`config.mk`:
```
export PLATFORM = sky130hd
export DESIGN_NAME = rvfi_dmem_responder
export DESIGN_NICKNAME = d
export VERILOG_FILES = /design/src/rtl/rvfi_dmem_pkg.sv /design/src/rtl/rvfi_dmem_ram.sv /design/src/rtl/rvfi_dmem_responder.sv
export SDC_FILE = /design/constraint.sdc
export NUM_CORES = 1
export LEC_CHECK = 0
export ABC_AREA = 1
export CORE_ASPECT_RATIO = 1.2
export CORE_UTILIZATION = 55
export CTS_CLUSTER_SIZE = 20
export DETAILED_ROUTE_END_ITERATION = 8
export GPL_TIMING_DRIVEN = 0
export HOLD_SLACK_MARGIN = 0.05
export PLACE_DENSITY = 0.73
export SETUP_SLACK_MARGIN = 0.02
export SYNTH_ARGS = -nofsm -noshare
export SYNTH_HDL_FRONTEND = slang
export SYNTH_SLANG_ARGS = --single-unit
export TNS_END_PERCENT = 100
```
`constraint.sdc`:
```
create_clock -name clk -period 4.05 [get_ports clk]
set_input_delay 1.215 -clock clk [delete_from_list [all_inputs] [get_ports clk]]
set_output_delay 1.215 -clock clk [all_outputs]
set_load 0.01 [all_outputs]
```
`src/rtl/rvfi_dmem_pkg.sv`:
```
// Shared types and address-decode helpers for the RVFI data-memory responder.
package rvfi_dmem_pkg;

  typedef enum logic [1:0] {
    StIdle = 2'd0,
    StWait = 2'd1,
    StResp = 2'd2
  } state_e;

  localparam int unsigned CntW = 4;

  // Byte-offset bits inside one XLEN-wide word.
  function automatic int unsigned off_bits(input int unsigned xlen);
    return $clog2(xlen / 8);
  endfunction

  function automatic int unsigned idx_bits(input int unsigned depth);
    return $clog2(depth);
  endfunction

endpackage

```
`src/rtl/rvfi_dmem_ram.sv`:
```
// DEPTH x XLEN word storage: asynchronous read of the current contents, byte-masked
// synchronous write and synchronous clear, so a same-edge capture sees the pre-write word.
module rvfi_dmem_ram
  import rvfi_dmem_pkg::*;
#(
  parameter int unsigned XLEN     = 32,
  parameter int unsigned DEPTH    = 16,
  localparam int unsigned IdxW     = idx_bits(DEPTH),
  localparam int unsigned NumBytes = XLEN / 8
) (
  input  logic                clk,
  input  logic                resetn,
  input  logic [IdxW-1:0]     i_idx,
  input  logic [NumBytes-1:0] i_wstrb,
  input  logic [XLEN-1:0]     i_wdata,
  output logic [XLEN-1:0]     o_rdata
);

  logic [XLEN-1:0] r_mem [DEPTH];

  assign o_rdata = r_mem[i_idx];

  always_ff @(posedge clk) begin
    if (!resetn) begin
      r_mem <= '{default: '0};
    end else begin
      for (int b = 0; b < NumBytes; b++) begin
        if (i_wstrb[b]) begin
          r_mem[i_idx][b*8 +: 8] <= i_wdata[b*8 +: 8];
        end
      end
    end
  end

endmodule

```
`src/rtl/rvfi_dmem_responder.sv`:
```
// Single-outstanding data-memory responder: accept, wait LATENCY cycles, then respond with
// the pre-write word while applying the masked write on the same edge.
module rvfi_dmem_responder
  import rvfi_dmem_pkg::*;
#(
  parameter int unsigned XLEN     = 32,
  parameter int unsigned DEPTH    = 16,
  parameter int unsigned LATENCY  = 2,
  localparam int unsigned NumBytes = XLEN / 8
) (
  input  logic                clk,
  input  logic                resetn,
  input  logic                req_valid,
  output logic                req_ready,
  input  logic [XLEN-1:0]     req_addr,
  input  logic [NumBytes-1:0] req_wstrb,
  input  logic [XLEN-1:0]     req_wdata,
  output logic                rsp_valid,
  input  logic                rsp_ready,
  output logic [XLEN-1:0]     rsp_rdata,
  output logic                rsp_err
);

  localparam int unsigned OffW = off_bits(XLEN);
  localparam int unsigned IdxW = idx_bits(DEPTH);
  localparam int unsigned TopLo = OffW + IdxW;

  state_e              r_state, w_state_nxt;
  logic [CntW-1:0]     r_cnt, w_cnt_nxt;
  logic [XLEN-1:0]     r_addr, w_addr_nxt;
  logic [XLEN-1:0]     r_wdata, w_wdata_nxt;
  logic [NumBytes-1:0] r_wstrb, w_wstrb_nxt;
  logic [XLEN-1:0]     r_rsp_rdata, w_rsp_rdata_nxt;
  logic                r_rsp_err, w_rsp_err_nxt;

  logic                w_accept;
  logic                w_enter_resp;
  logic                w_acc_err;
  logic [XLEN-1:0]     w_acc_addr;
  logic [XLEN-1:0]     w_acc_wdata;
  logic [NumBytes-1:0] w_acc_wstrb;
  logic [NumBytes-1:0] w_ram_wstrb;
  logic [XLEN-1:0]     w_ram_rdata;
  logic [IdxW-1:0]     w_idx;

  assign req_ready = resetn && (r_state == StIdle);
  assign w_accept  = req_valid && req_ready;

  // With LATENCY=0 storage is accessed on the accept edge, so use the live request there.
  assign w_acc_addr  = (r_state == StIdle) ? req_addr  : r_addr;
  assign w_acc_wstrb = (r_state == StIdle) ? req_wstrb : r_wstrb;
  assign w_acc_wdata = (r_state == StIdle) ? req_wdata : r_wdata;

  assign w_idx       = w_acc_addr[OffW +: IdxW];
  assign w_acc_err   = (w_acc_addr[OffW-1:0] != '0) || (w_acc_addr[XLEN-1:TopLo] != '0);
  assign w_ram_wstrb = (w_enter_resp && !w_acc_err) ? w_acc_wstrb : '0;

  rvfi_dmem_ram #(
    .XLEN  (XLEN),
    .DEPTH (DEPTH)
  ) u_ram (
    .clk     (clk),
    .resetn  (resetn),
    .i_idx   (w_idx),
    .i_wstrb (w_ram_wstrb),
    .i_wdata (w_acc_wdata),
    .o_rdata (w_ram_rdata)
  );

  always_comb begin
    w_state_nxt     = r_state;
    w_cnt_nxt       = r_cnt;
    w_addr_nxt      = r_addr;
    w_wstrb_nxt     = r_wstrb;
    w_wdata_nxt     = r_wdata;
    w_rsp_rdata_nxt = r_rsp_rdata;
    w_rsp_err_nxt   = r_rsp_err;
    w_enter_resp    = 1'b0;

    case (r_state)
      StIdle: begin
        if (w_accept) begin
          w_addr_nxt  = req_addr;
          w_wstrb_nxt = req_wstrb;
          w_wdata_nxt = req_wdata;
          if (LATENCY == 0) begin
            w_enter_resp = 1'b1;
          end else begin
            w_state_nxt = StWait;
            w_cnt_nxt   = CntW'(LATENCY);
          end
        end
      end
      StWait: begin
        w_cnt_nxt = r_cnt - CntW'(1);
        if (r_cnt <= CntW'(1)) begin
          w_enter_resp = 1'b1;
        end
      end
      StResp: begin
        if (rsp_ready) begin
          w_state_nxt = StIdle;
        end
      end
      default: w_state_nxt = StIdle;
    endcase

    if (w_enter_resp) begin
      w_state_nxt     = StResp;
      w_rsp_rdata_nxt = w_acc_err ? '0 : w_ram_rdata;
      w_rsp_err_nxt   = w_acc_err;
    end
  end

  always_ff @(posedge clk) begin
    if (!resetn) begin
      r_state     <= StIdle;
      r_cnt       <= '0;
      r_addr      <= '0;
      r_wstrb     <= '0;
      r_wdata     <= '0;
      r_rsp_rdata <= '0;
      r_rsp_err   <= 1'b0;
    end else begin
      r_state     <= w_state_nxt;
      r_cnt       <= w_cnt_nxt;
      r_addr      <= w_addr_nxt;
      r_wstrb     <= w_wstrb_nxt;
      r_wdata     <= w_wdata_nxt;
      r_rsp_rdata <= w_rsp_rdata_nxt;
      r_rsp_err   <= w_rsp_err_nxt;
    end
  end

  assign rsp_valid = (r_state == StResp);
  assign rsp_rdata = r_rsp_rdata;
  assign rsp_err   = r_rsp_err;

endmodule

```
# Word-level counts from Yosys, hierarchy flattened
# Index checks and enable logic that the tools add are counted.
# totals
ram_bits,0
memories,0
latch_bits,0
mem_bits_ro,0
input_bits,72
elab_cells,88
out_inout_bits,35
register_bits,619
# classes
mux,35
div,0
reduce_logical,15
n_addsub,1
mul,0
bitwise,3
order_cmp,3
n_eq_ne,7
shifts,0
# op_table
cell,count
512-bit 2-to-1 mux,7
512-bit bitwise mux,4
32-bit demux with 4-bit select,4
32-bit 2-to-1 mux,6
32-bit binary-select mux with 4-bit select,1
26-bit nonzero test,1
24-bit 2-to-1 mux,1
16-bit 2-to-1 mux,1
4-bit 2-to-1 mux,3
8-bit 2-to-1 mux,1
4-bit case mux with 2 select lines,1
2-bit 2-to-1 mux,3
2-bit case mux with 3 select lines,1
3-bit AND reduction,2
"5-bit >= comparator, second input constant",1
"5-bit by 1-bit < comparator with 1-bit output, second input constant",1
4-bit inverter with 5-bit output,1
"4-bit by 1-bit less-or-equal comparator with 1-bit output, second input constant",1
1-bit logical AND,4
"2-bit inequality test, second input constant",2
2-bit AND reduction,2
2-bit nonzero test,2
"4-bit by 1-bit subtractor with 4-bit output, second input constant",1
"3-bit by 1-bit inequality test with 1-bit output, second input constant",1
10 further kinds,12

# Longest topological paths before layout
# depth
word_depth,18
depth_mapped,16
mapped_depth_nobuf,13

# Cells and area by module
# A second synthesis with hierarchy kept.
# unflattened
hier_cells,4549
hier_area_um2,28950.3
# by_module_without_submodules
mod,cells_per_inst,instances,seq_area_each_um2,area_each_um2
rvfi_dmem_ram,3911,1,10249.8,24451.0
rvfi_dmem_responder,638,1,2142.1,4499.3

# Worst setup path before layout
# OpenSTA, ideal clock, no wires.
# synth_timing
path_type,input -> output
start,input port resetn
end,output port req_ready
path_stages,4
arrival_ns,2.097
setup_slack_ns,0.738
required_time_ns,2.835
cell_sequence,clkbuf_1 > clkinv_1 > clkbuf_1 > nor2_1
# synth_via
elab_chain_len,1
# synth_lines
element,line,text
from (decl),rvfi_dmem_responder.sv:12,"input logic resetn,"
1-bit logical AND,rvfi_dmem_responder.sv:46,assign req_ready = resetn && (r_state == StIdle);
to (decl),rvfi_dmem_responder.sv:14,"output logic req_ready,"
# Every way passes these cells.

# Worst setup path in the final report
# layout_timing
start,input port req_addr[3]
end,"register r_rsp_rdata[23], in the netlist rsp_rdata[23]"
# layout_via
elab_chain_len,6
# layout_lines
element,line,text
from (decl),rvfi_dmem_responder.sv:15,"input logic [XLEN-1:0] req_addr,"
32-bit 2-to-1 mux,rvfi_dmem_responder.sv:50,assign w_acc_addr = (r_state == StIdle) ? req_addr : r_addr;
4-bit inverter with 5-bit output (not written as such),rvfi_dmem_ram.sv:21,assign o_rdata = r_mem[i_idx];
32-bit binary-select mux with 4-bit select,rvfi_dmem_ram.sv:21,
32-bit 2-to-1 mux (not written as such) (2 in series),rvfi_dmem_ram.sv:21,
32-bit 2-to-1 mux,rvfi_dmem_responder.sv:110,w_rsp_rdata_nxt = w_acc_err ? '0 : w_ram_rdata;
to (signal assigned),rvfi_dmem_responder.sv:130,r_rsp_rdata <= w_rsp_rdata_nxt;
to (decl),rvfi_dmem_responder.sv:33,"logic [XLEN-1:0] r_rsp_rdata, w_rsp_rdata_nxt;"
# Every way passes these cells. The select of a mux whose other input is x is not followed.
# A chain may end at the register's enable or synchronous reset.

==> key figures <==
Power
  – Pleak: ~18 nW
  – Sw Share: 0.327
  – Pwr/cell area: between 400 and 500 mW/mm^2
  – Clock network power share: 0.401
  – Psw: about 5.2 mW
  – Combinational power share: 0.210
  – Seq pwr share: 0.389
  – Worst vdd ir: ~310 uV
  – Cell Int Power: around 11 mW

STA
  – Period minus WS final: around 4000 ps
  – Layout Skew: around 26 ps
  – Final setup TNS: 0 ps
  – Hold Fails Final Rpt: 0
  – Unrepaired setup endpoints after global routing: no
  – Final Slew Violations: 1
  – Crit share post-route: 0.990
  – Rel. slew slack: -0.00309
  – Max Clock Freq: between 200 and 250 MHz
  – Slew @ Worst Pin: 1490 ps
  – Finish-stage setup viols: 0

Critical path
  – CP max stage delay: roughly 950 ps
  – FF-to-FF End: rsp_rdata[23]
  – Critical path launch point: req_addr[3]
  – Most frequent CP cell: nand2_1
  – Cell Chain, Critical Path: clkdlybuf4s50_1, nand2_1, o21ai_4, inv_2, clkbuf_1, clkbuf_1, nand2_1, nand2_1, nand2_1, nand2_1, inv_1, nand2_1, a21oi_1
  – CP startpoint kind: input port
  – Crit path DAT: 4460 ps
  – Worst Path Required: between 4000 and 5000 ps
  – Crit Path Category: input port to flop
  – R2R cell count: 13
  – Reg2Reg Launch Point: r_state[1]
  – Critical path's slowest cell: clkbuf_1
  – Worst Path Max Fanout: 10
  – Buf/Inv on CP: 5
  – Kind of cell adding the most delay to the critical path: buffers and inverters
  – Crit. End Element: flop
  – Register-to-register setup slack: about 290 ps

Global route
  – Total gr overflow: 0
  – Antenna violations before repair: 2
  – Largest net degree at the start of global routing: 18
  – First-pass GRT wire length: between 150 and 200 mm
  – Number of global-route vias before repair: 29000
  – Total track usage: 0.385

Synthesis
  – Synth cell count leaders: 1888 x nand2_1, 1011 x inv_1, 619 x dfxtp_1
  – Top post-synthesis cells by area: dfxtp_1 38%, nand2_1 22%, inv_1 12%
  – Mapped Cells: ~5300
  – Area leader, netlist: dfxtp_1
  – Mean Syn Cell Area: about 6 um^2
  – Yosys top cell area share: 0.383
  – Post-synth EDFFs: 0
  – Total of warnings raised by yosys: 0
  – Synth async-reset ratio: 0
  – Synth cell types: 33
  – Mapped Area: 0.0324 mm^2
  – Most frequent cell after synthesis: nand2_1
  – Post-synthesis sequential area ratio: 0.383
  – Ys flop type: dfxtp_1
  – #FFs+latches synth: roughly 620
  – Total nets after synthesis: around 5400

Detailed routing
  – Wirelength per Cell: 18.6 um
  – Drt first pass iters: 6
  – Vias/cell: 5.22
  – DRC viols: 0
  – Drt total wl: between 100 and 150 mm
  – DRT iter0 DRCs: between 3000 and 4000
  – Antenna Nets Post-Route: 0
  – Via Count: between 30000 and 40000

Clock network
  – Clk_lat worst skew: roughly 630 ps
  – CTS buffer count: between 60 and 70
  – Clk root buf: clkbuf_16
  – CTS clk-pin slew, worst paths: 70 ps
  – CTS sink cnt: roughly 620
  – H-tree level count: 3
  – TritonCTS clock tree: done
  – Hold-fix buffers at CTS: 0
  – Post-CTS setup buffer count: 0
  – Max clock buf depth: 3

Placed design
  – Post-DP HPWL: around 86 mm
  – Gpl congestion: between 1 and 1.5
  – # port buffers: ~110
  – Placed cell areas: about 0.034 mm^2
  – Post-placement cell count: a little over 6000

Finish
  – Area grow syn2layout: 13.1%
  – Net count, final: 5588
  – Fin util: 0.628
  – Layout Cells excl Fill: approximately 6300
  – Design Area, Final: 0.0366 mm^2
  – N_diodes: 0
  – Share of cells above drive strength 1: 0.0572

Flow run
  – Max-Cap Viols: 2

Floorplan
  – Die Height: 268 um
  – Io pins: approximately 110
  – Initial Utilization: 0.555
  – Std cell rows: 97
  – Die footprint: around 0.060 mm^2
  – DIE WIDTH: between 200 and 250 um
  – Area of the core: 0.0583 mm^2

Run status
  – Status: complete, but fails checks
  – Failing checks: max-capacitance violations, max-slew violations

Min path
  – HP Class: flop to flop
  – Worst hold path startpoint: r_wdata[17]
  – WHS Path Cells: 2
  – Hold endpoint: r_wdata[17]
power by group through the flow:
stage / Combinational, mW / Clock [mW] / Sequential, mW
after floorplan: 1.95 / 0 / 6.31
after global placement: 3.20 / 0 / 6.31
after detailed placement: 3.21 / 0 / 6.32
after CTS: 3.23 / 6.37 / 6.18
after global routing: 3.56 / 6.60 / 6.19
final: 3.34 / 6.39 / 6.18
per-stage QoR:
stage / total power [mW] / setup slack [ps] / hold WS (ps)
after floorplan: 8.26 / 738 / 425
after global placement: 9.51 / -1230 / 433
after detailed placement: 9.52 / -1250 / 442
after CTS: 15.8 / 20.2 / 452
after global routing: 16.3 / 19.5 / 470
final: 15.9 / 41.3 / 451
area by class of cell:
class,instances,area (um^2)
fillers,5640,21700
multi-input cells,3384,14700
flip-flops and latches,619,12400
inverters,1036,3900
clock buffers,97,1990
plain buffers,300,1350
repair buffers,106,1060
well taps,742,928
clock inverters,21,239
timing repair:
| action | 4_1_cts | 5_1_grt |
|---|---|---|
| hold endpoints to repair | 0 | 0 |
| setup endpoints to repair | 1 | 1 |
| resized for setup | 6 | 2 |
tightest hold or removal path: stages (launching register included):
cell and delay, ps:
dfxtp_1 300, inv_1 50, a21oi_1 50
worst max-delay path by stage:
stage                          endpoint  slack [ps]  depth (start not counted)
final                     rsp_rdata[23]          40                         13
after CTS                     req_ready          20                          5
after detailed placement      req_ready       -1250                          6
after floorplan               req_ready         740                          4
after global placement        req_ready       -1230                          6
after global routing          req_ready          20                          5
layer usage:
layer | vias up | GRT usage | part of all wire
met4 | 2 | 0.267 | 0.074
met2 | 1581 | 0.607 | 0.44
li1 | 16200 | - | -
met3 | 396 | 0.0717 | 0.098
met1 | 14800 | 0.476 | 0.39
met5 | - | 0 | 0.00011
cell usage in the layout (no fill, tap or decap), types with 9 or more instances in the layout:
cell type,count
nand2_1,1888
inv_2,24
dfxtp_1,619
buf_1,17
nand3_1,187
inv_1,1011
nand3_4,22
clkdlybuf4s50_1,106
nor2_1,478
nand3_2,40
clkinv_2,13
clkbuf_1,209
o21ai_1,203
a21oi_1,209
buf_2,70
buf_6,9
clkbuf_8,12
o21ai_0,308
clkbuf_16,71
nor2_4,16
sequential cells by signal (all words and copies together), names as in the netlist:
register / count
rsp_err: 1
u_ram.r_mem: 512
rsp_rdata: 32
r_state: 2
r_addr: 32
r_wstrb: 4
r_cnt: 4
r_wdata: 32
cell families after synthesis:
logic type,synth area share
and+or+nand+nor,0.339
buffers and inverters,0.161
AOI/OAI and AO/OA,0.116
DFF,0.383
adders and majority gates,0.000773
(Power assumes the default switching activity.)
